$ cat config.mk
export PLATFORM = sky130hd
export DESIGN_NAME = ps2_host_tx
export DESIGN_NICKNAME = d
export VERILOG_FILES = /design/src/rtl/ps2_host_tx_pkg.sv /design/src/rtl/ps2_line_sync.sv /design/src/rtl/ps2_host_tx.sv
export SDC_FILE = /design/constraint.sdc
export NUM_CORES = 1
export LEC_CHECK = 0
export CAP_MARGIN = 20
export CORE_MARGIN = 4
export CORE_UTILIZATION = 64
export CTS_CLUSTER_SIZE = 16
export DETAILED_ROUTE_END_ITERATION = 16
export MAX_ROUTING_LAYER = met4
export PLACE_DENSITY = 0.89
export SLEW_MARGIN = 20
export SYNTH_ARGS = -nofsm -noshare
export SYNTH_HDL_FRONTEND = slang
export SYNTH_HIERARCHICAL = 1
export SYNTH_SLANG_ARGS = --single-unit
$ cat constraint.sdc
create_clock -name clk -period 7.1 [get_ports clk]
set_clock_uncertainty 0.2 [all_clocks]
set_input_delay 1.775 -clock clk [delete_from_list [all_inputs] [get_ports clk]]
set_output_delay 1.775 -clock clk [all_outputs]
set_load 0.02 [all_outputs]
$ cat src/rtl/ps2_host_tx_pkg.sv
// ps2_host_tx_pkg: shared PS/2 host transmitter types and constants.
// State encoding, frame constants, timing defaults and parity helper.
package ps2_host_tx_pkg;

  typedef enum logic [2:0] {
    ST_IDLE,
    ST_INHIBIT,
    ST_RTS,
    ST_DATA,
    ST_WAITIDLE
  } state_t;

  localparam int   FRAME_BITS = 11;
  localparam logic START_BIT  = 1'b0;
  localparam logic STOP_BIT   = 1'b1;
  localparam logic LINE_IDLE  = 1'b1;

  localparam int INHIBIT_US = 100;
  localparam int TIMEOUT_US = 15000;
  localparam int TO_W       = 19;

  function automatic logic odd_par(
    input logic [7:0] d
  );
    return ~^d;
  endfunction

endpackage

$ cat src/rtl/ps2_line_sync.sv
// ps2_line_sync: 2-flop synchronizer for the PS/2 clock and data lines.
// Flops reset to the idle-high level; clock falling edge is flagged.
module ps2_line_sync
  import ps2_host_tx_pkg::*;
(
  input  logic clk,
  input  logic reset_n,
  input  logic i_clk,
  input  logic i_dat,
  output logic o_clk,
  output logic o_dat,
  output logic o_clk_fe
);

  logic r_clk_meta;
  logic r_clk_sync;
  logic r_clk_prev;
  logic r_dat_meta;
  logic r_dat_sync;

  // Synchronize both lines and keep the previous clock sample.
  always_ff @(posedge clk or negedge reset_n) begin
    if (!reset_n) begin
      r_clk_meta <= LINE_IDLE;
      r_clk_sync <= LINE_IDLE;
      r_clk_prev <= LINE_IDLE;
      r_dat_meta <= LINE_IDLE;
      r_dat_sync <= LINE_IDLE;
    end else begin
      r_clk_meta <= i_clk;
      r_clk_sync <= r_clk_meta;
      r_clk_prev <= r_clk_sync;
      r_dat_meta <= i_dat;
      r_dat_sync <= r_dat_meta;
    end
  end

  assign o_clk    = r_clk_sync;
  assign o_dat    = r_dat_sync;
  assign o_clk_fe = r_clk_prev & ~r_clk_sync;

endmodule

$ cat src/rtl/ps2_host_tx.sv
// ps2_host_tx: PS/2 host-to-device command transmitter, open-drain OEs.
// Optional PS2_TX_RETRY_EN re-sends a NACKed/timed-out byte.
module ps2_host_tx
  import ps2_host_tx_pkg::*;
#(
  parameter int CLK_HZ         = 25000000,
  parameter int INHIBIT_CYCLES = (CLK_HZ / 1000000) * INHIBIT_US,
  parameter int TIMEOUT_CYCLES = (CLK_HZ / 1000000) * TIMEOUT_US
`ifdef PS2_TX_RETRY_EN
  ,
  parameter int MAX_RETRY      = 2
`endif
) (
  input  logic       clk,
  input  logic       reset_n,
  input  logic [7:0] tx_data,
  input  logic       tx_valid,
  output logic       tx_ready,
  output logic       busy,
  output logic       done,
  output logic       ack_err,
  output logic       to_err,
  input  logic       ps2clk_in,
  input  logic       ps2dat_in,
  output logic       ps2clk_oe,
  output logic       ps2dat_oe
);

  localparam int INH_W = $clog2(INHIBIT_CYCLES + 1);

  logic w_clk_sync;
  logic w_dat_sync;
  logic w_clk_fe;

  ps2_line_sync u_sync (
    .clk      (clk),
    .reset_n  (reset_n),
    .i_clk    (ps2clk_in),
    .i_dat    (ps2dat_in),
    .o_clk    (w_clk_sync),
    .o_dat    (w_dat_sync),
    .o_clk_fe (w_clk_fe)
  );

  state_t            r_state;
  logic [8:0]        r_shift;
  logic [3:0]        r_bitcnt;
  logic [INH_W-1:0]  r_inh_cnt;
  logic [TO_W-1:0]   r_to_cnt;
  logic              r_clk_oe;
  logic              r_dat_oe;

  state_t            w_state_nxt;
  logic [8:0]        w_shift_nxt;
  logic [3:0]        w_bitcnt_nxt;
  logic [INH_W-1:0]  w_inh_nxt;
  logic [TO_W-1:0]   w_to_nxt;
  logic              w_clk_oe_nxt;
  logic              w_dat_oe_nxt;
  logic              w_to_hit;
  logic              w_nack;
  logic              w_tmo;
  logic              w_done;
  logic              w_ack_err;
  logic              w_to_err;

`ifdef PS2_TX_RETRY_EN
  logic [7:0]        r_byte;
  logic [1:0]        r_retry;
  logic [7:0]        w_byte_nxt;
  logic [1:0]        w_retry_nxt;
`endif

  assign w_to_hit = (r_to_cnt == TO_W'(TIMEOUT_CYCLES));

  // Next-state, datapath updates and single-cycle result pulses.
  always_comb begin
    w_state_nxt  = r_state;
    w_shift_nxt  = r_shift;
    w_bitcnt_nxt = r_bitcnt;
    w_inh_nxt    = r_inh_cnt;
    w_to_nxt     = r_to_cnt;
    w_clk_oe_nxt = r_clk_oe;
    w_dat_oe_nxt = r_dat_oe;
    w_nack       = 1'b0;
    w_tmo        = 1'b0;
    w_done       = 1'b0;
    w_ack_err    = 1'b0;
    w_to_err     = 1'b0;
`ifdef PS2_TX_RETRY_EN
    w_byte_nxt   = r_byte;
    w_retry_nxt  = r_retry;
`endif

    unique case (r_state)
      ST_IDLE: begin
        if (tx_valid) begin
          w_shift_nxt  = {odd_par(tx_data), tx_data};
          w_bitcnt_nxt = '0;
          w_inh_nxt    = '0;
          w_clk_oe_nxt = 1'b1;
          w_dat_oe_nxt = 1'b0;
          w_state_nxt  = ST_INHIBIT;
`ifdef PS2_TX_RETRY_EN
          w_byte_nxt   = tx_data;
          w_retry_nxt  = '0;
`endif
        end
      end
      ST_INHIBIT: begin
        w_inh_nxt = r_inh_cnt + INH_W'(1);
        if (int'(r_inh_cnt) + 2 >= INHIBIT_CYCLES)
          w_dat_oe_nxt = ~START_BIT;
        if (r_inh_cnt == INH_W'(INHIBIT_CYCLES - 1)) begin
          w_clk_oe_nxt = 1'b0;
          w_to_nxt     = '0;
          w_state_nxt  = ST_RTS;
        end
      end
      ST_RTS: begin
        w_to_nxt = r_to_cnt + TO_W'(1);
        if (w_clk_fe) begin
          w_to_nxt     = '0;
          w_dat_oe_nxt = ~r_shift[0];
          w_shift_nxt  = {STOP_BIT, r_shift[8:1]};
          w_bitcnt_nxt = 4'd1;
          w_state_nxt  = ST_DATA;
        end else if (w_to_hit) begin
          w_tmo = 1'b1;
        end
      end
      ST_DATA: begin
        w_to_nxt = r_to_cnt + TO_W'(1);
        if (w_clk_fe) begin
          w_to_nxt     = '0;
          w_bitcnt_nxt = r_bitcnt + 4'd1;
          if (r_bitcnt <= 4'd8) begin
            w_dat_oe_nxt = ~r_shift[0];
            w_shift_nxt  = {STOP_BIT, r_shift[8:1]};
          end else if (r_bitcnt == 4'd9) begin
            w_dat_oe_nxt = ~STOP_BIT;
          end else if (!w_dat_sync) begin
            w_state_nxt = ST_WAITIDLE;
          end else begin
            w_nack = 1'b1;
          end
        end else if (w_to_hit) begin
          w_tmo = 1'b1;
        end
      end
      ST_WAITIDLE: begin
        w_to_nxt = r_to_cnt + TO_W'(1);
        if (w_clk_fe)
          w_to_nxt = '0;
        if (w_clk_sync && w_dat_sync) begin
          w_done      = 1'b1;
          w_state_nxt = ST_IDLE;
        end else if (w_to_hit) begin
          w_tmo = 1'b1;
        end
      end
      default: begin
        w_state_nxt = ST_IDLE;
      end
    endcase

    if (w_nack || w_tmo) begin
      w_clk_oe_nxt = 1'b0;
      w_dat_oe_nxt = 1'b0;
      w_state_nxt  = ST_IDLE;
`ifdef PS2_TX_RETRY_EN
      if (r_retry < 2'(MAX_RETRY)) begin
        w_retry_nxt  = r_retry + 2'd1;
        w_shift_nxt  = {odd_par(r_byte), r_byte};
        w_bitcnt_nxt = '0;
        w_inh_nxt    = '0;
        w_clk_oe_nxt = 1'b1;
        w_state_nxt  = ST_INHIBIT;
      end else begin
        w_ack_err = w_nack;
        w_to_err  = w_tmo;
      end
`else
      w_ack_err = w_nack;
      w_to_err  = w_tmo;
`endif
    end
  end

  // State and datapath registers; reset releases both lines at once.
  always_ff @(posedge clk or negedge reset_n) begin
    if (!reset_n) begin
      r_state   <= ST_IDLE;
      r_shift   <= '0;
      r_bitcnt  <= '0;
      r_inh_cnt <= '0;
      r_to_cnt  <= '0;
      r_clk_oe  <= 1'b0;
      r_dat_oe  <= 1'b0;
`ifdef PS2_TX_RETRY_EN
      r_byte    <= '0;
      r_retry   <= '0;
`endif
    end else begin
      r_state   <= w_state_nxt;
      r_shift   <= w_shift_nxt;
      r_bitcnt  <= w_bitcnt_nxt;
      r_inh_cnt <= w_inh_nxt;
      r_to_cnt  <= w_to_nxt;
      r_clk_oe  <= w_clk_oe_nxt;
      r_dat_oe  <= w_dat_oe_nxt;
`ifdef PS2_TX_RETRY_EN
      r_byte    <= w_byte_nxt;
      r_retry   <= w_retry_nxt;
`endif
    end
  end

  assign tx_ready  = (r_state == ST_IDLE);
  assign busy      = (r_state != ST_IDLE);
  assign done      = w_done;
  assign ack_err   = w_ack_err;
  assign to_err    = w_to_err;
  assign ps2clk_oe = r_clk_oe;
  assign ps2dat_oe = r_dat_oe;

endmodule

==> out/results.txt <==
Outcome -> finished clean
Slew headroom -> 0.308
Hold Violations, Final -> 0
CTS Buf Count -> 5
CP Max Fanout -> 12
Nets -> 388
Post-DP HPWL -> 4.70 mm
Largest net degree at the start of global routing -> 55
Most used DFF post-synth -> dfrtp_1
I/O pin total -> 20
Worst R2R End -> r_to_cnt[14]
Placed Area -> 3360 um^2
Post-CTS Hold Buffers -> 0
Cell taking the most area after synthesis -> dfrtp_1
Top-count cell post-synth -> o21ai_0
P per Cell Area -> 266 nW/um^2
Post-route cell area -> 3480 um^2
Reg2reg start -> r_state[1]
Post-synthesis async set-or-reset flop share -> 1.00
Unrepaired setup endpoints after global routing -> no
Diode count -> 0
CTS tree -> built
CP Launch Type -> register
CTS Sinks -> 54
Number of post-CTS setup repair buffers -> 0
Area grow syn2layout -> 10.4%
Die Y-Extent -> 78.2 um
Core area -> 4750 um^2
Worst-margin pin slew -> 1.04 ns
Library cells used by synthesis -> 58
PortBufs -> 19
First-pass GRT wire length -> 12.4 mm
Initial Utilization -> 0.663
DRT iter0 DRCs -> 232
Pwr Total -> 0.000927 W
Slew Viols, Final -> 0
Die area -> 6110 um^2
Root Driver -> clkbuf_8
Setup TNS -> 0 ns
Ratio of cells with drive above 1 in the final layout -> 0.0734
Synthesized area per cell -> 8.83 um^2
Overall routing resource usage -> 0.255
Reg2Reg Depth -> 4
Die width -> 78.2 um
WP buf/inv -> 1
DR WL/cell -> 16.2 um
Synth top area cells -> dfrtp_1 39%, o21ai_0 8.9%, nand2_1 4.9%
DRC -> 0
CTS H-tree depth -> 2
Peak supply drop -> 0.232 mV
Worst Path Required -> 5.12 ns
Period Utilization, post-route -> 0.675
ANT nets after route -> 0
Routed vias/inst -> 6.33
Syn_nets -> 378
Commonest cells in the netlist -> 56 x o21ai_0, 49 x dfrtp_1, 41 x nand2_1
Leakage power -> 1.50 nW
Initial antenna violation count -> 0
Highest Clock Rate -> 209 MHz
Worst path slowest cell -> clkdlybuf4s50_1
Skew-Pair Late Insertion Delay -> 0.31 ns
Total Routed Length -> 7.07 mm
RePlAce Congestion -> 0.867
Site Rows -> 25
Max-cap violations -> 0
Critical Path End Type -> primary output
Yosys reg bits -> 54
Type of the worst setup path -> register to primary output
Yosys warns -> 6
Syn Std Cell Area -> 3150 um^2
Clock Path Buffers -> 2
Post_cts resized -> 0
Post-Synthesis Cells -> 357
Crit path max-delay family -> simple AND/OR/NAND/NOR gates
Worst hold path depth -> 0
Vias -> 2754
Hold_sp -> u_sync/r_clk_meta
Post-synth EDFFs -> 0
Grt ovf -> 0
Final setup vio count -> 0
CTS clk-pin slew, worst paths -> 0.10 ns
Peak per-stage delay on the critical path -> 0.65 ns
Hold crit path type -> register to register
Drt pass-1 iters -> 5
Final min period -> 4.79 ns
Area share of the largest cell type after synthesis -> 0.389
Crit path arrival time -> 2.82 ns
Critical-path cell list -> or4_1 > or4_4 > nor4_4 > clkdlybuf4s50_1
Sequential area share after synthesis -> 0.431
R2R Setup Slk -> 4.16 ns
Hold path endpoint -> u_sync/o_clk
Number of global-route vias before repair -> 2601
kinds of logic (layout without fill, tap and decap cells):
family	Yosys count	count (layout)	synth area share
DFF	54	54	0.431
muxes	8	8	0.0258
adders and majority gates	8	8	0.0318
buffers and inverters	31	42	0.0373
AOI/OAI and AO/OA	116	116	0.225
xor gates and xnor gates	8	8	0.0222
and+or+nand+nor	132	132	0.227
worst max path at each step:
stage | depth (start not counted) | end | from
after floorplan | 3 | to_err | r_to_cnt[9]
after global placement | 4 | to_err | r_to_cnt[8]
after detailed placement | 4 | to_err | r_to_cnt[8]
after CTS | 4 | to_err | r_to_cnt[8]
after global routing | 4 | to_err | r_to_cnt[8]
final | 4 | to_err | r_to_cnt[8]
layout make-up:
class	count	area [um^2]
fill	389	1270
clock inverter	3	45.0
timing repair buffer	20	193
clock buffer	5	68.8
sequential	54	1360
inverter	14	52.6
multi-input combinational	272	1680
tap	67	83.8
metal layers:
metal	part of all wire	vias to the layer above	routed length, um	global-route usage
met4	0.012	0	82	0.0629
li1	-	1334	-	-
met5	0	-	0	-
met3	0.052	8	364	0.0356
met2	0.50	92	3530	0.412
met1	0.44	1320	3090	0.346
cell usage in the layout (no fill, tap or decap), drive strengths merged, types with 5 or more instances in the layout:
cell and count:
and3 8, ha 8, clkbuf 5, dfstp 5
xnor2 7, a31oi 6, dfrtp 49, a21oi 14
and2 5, inv 14, nand3 11, nand2 41
mux2i 7, a41oi 5, o31ai 13, nor3 6
nor2 23, o21ai 57, nand4 7, clkdlybuf4s50 18
state kept, by name, indices dropped and copies added (netlist names):
| signal | flops |
|---|---|
| ps2dat_oe | 1 |
| ps2clk_oe | 1 |
| u_sync/r_clk_meta | 1 |
| r_shift | 9 |
| r_bitcnt | 4 |
| r_inh_cnt | 12 |
| u_sync/r_dat_meta | 1 |
| u_sync/o_clk | 1 |
| r_state | 3 |
| u_sync/r_clk_prev | 1 |
| r_to_cnt | 19 |
| u_sync/o_dat | 1 |
metrics by stage:
step	util	worst slack (ns)	hold slack, ns	cells
floorplan	-	3.30	0.145	357
global placement	0.707	2.71	0.146	427
detailed placement	0.707	2.69	0.148	427
CTS	0.731	2.32	0.163	435
global route	0.732	2.24	0.169	435
finish	0.732	2.31	0.162	435
report_power, final:
| part | switching (W) | internal, W |
|---|---|---|
| registers | 0.0000722 | 0.000363 |
| logic | 0.000165 | 0.000119 |
| clock network | 0.000103 | 0.000105 |
worst register-to-register path: stages (launching register included):
cell and delay, ns:
dfrtp_1 0.64, nand2b_1 0.49, a21oi_1 0.96, nand4_1 0.27, o31ai_1 0.28
Note: power is estimated with default switching activity, not from simulation.
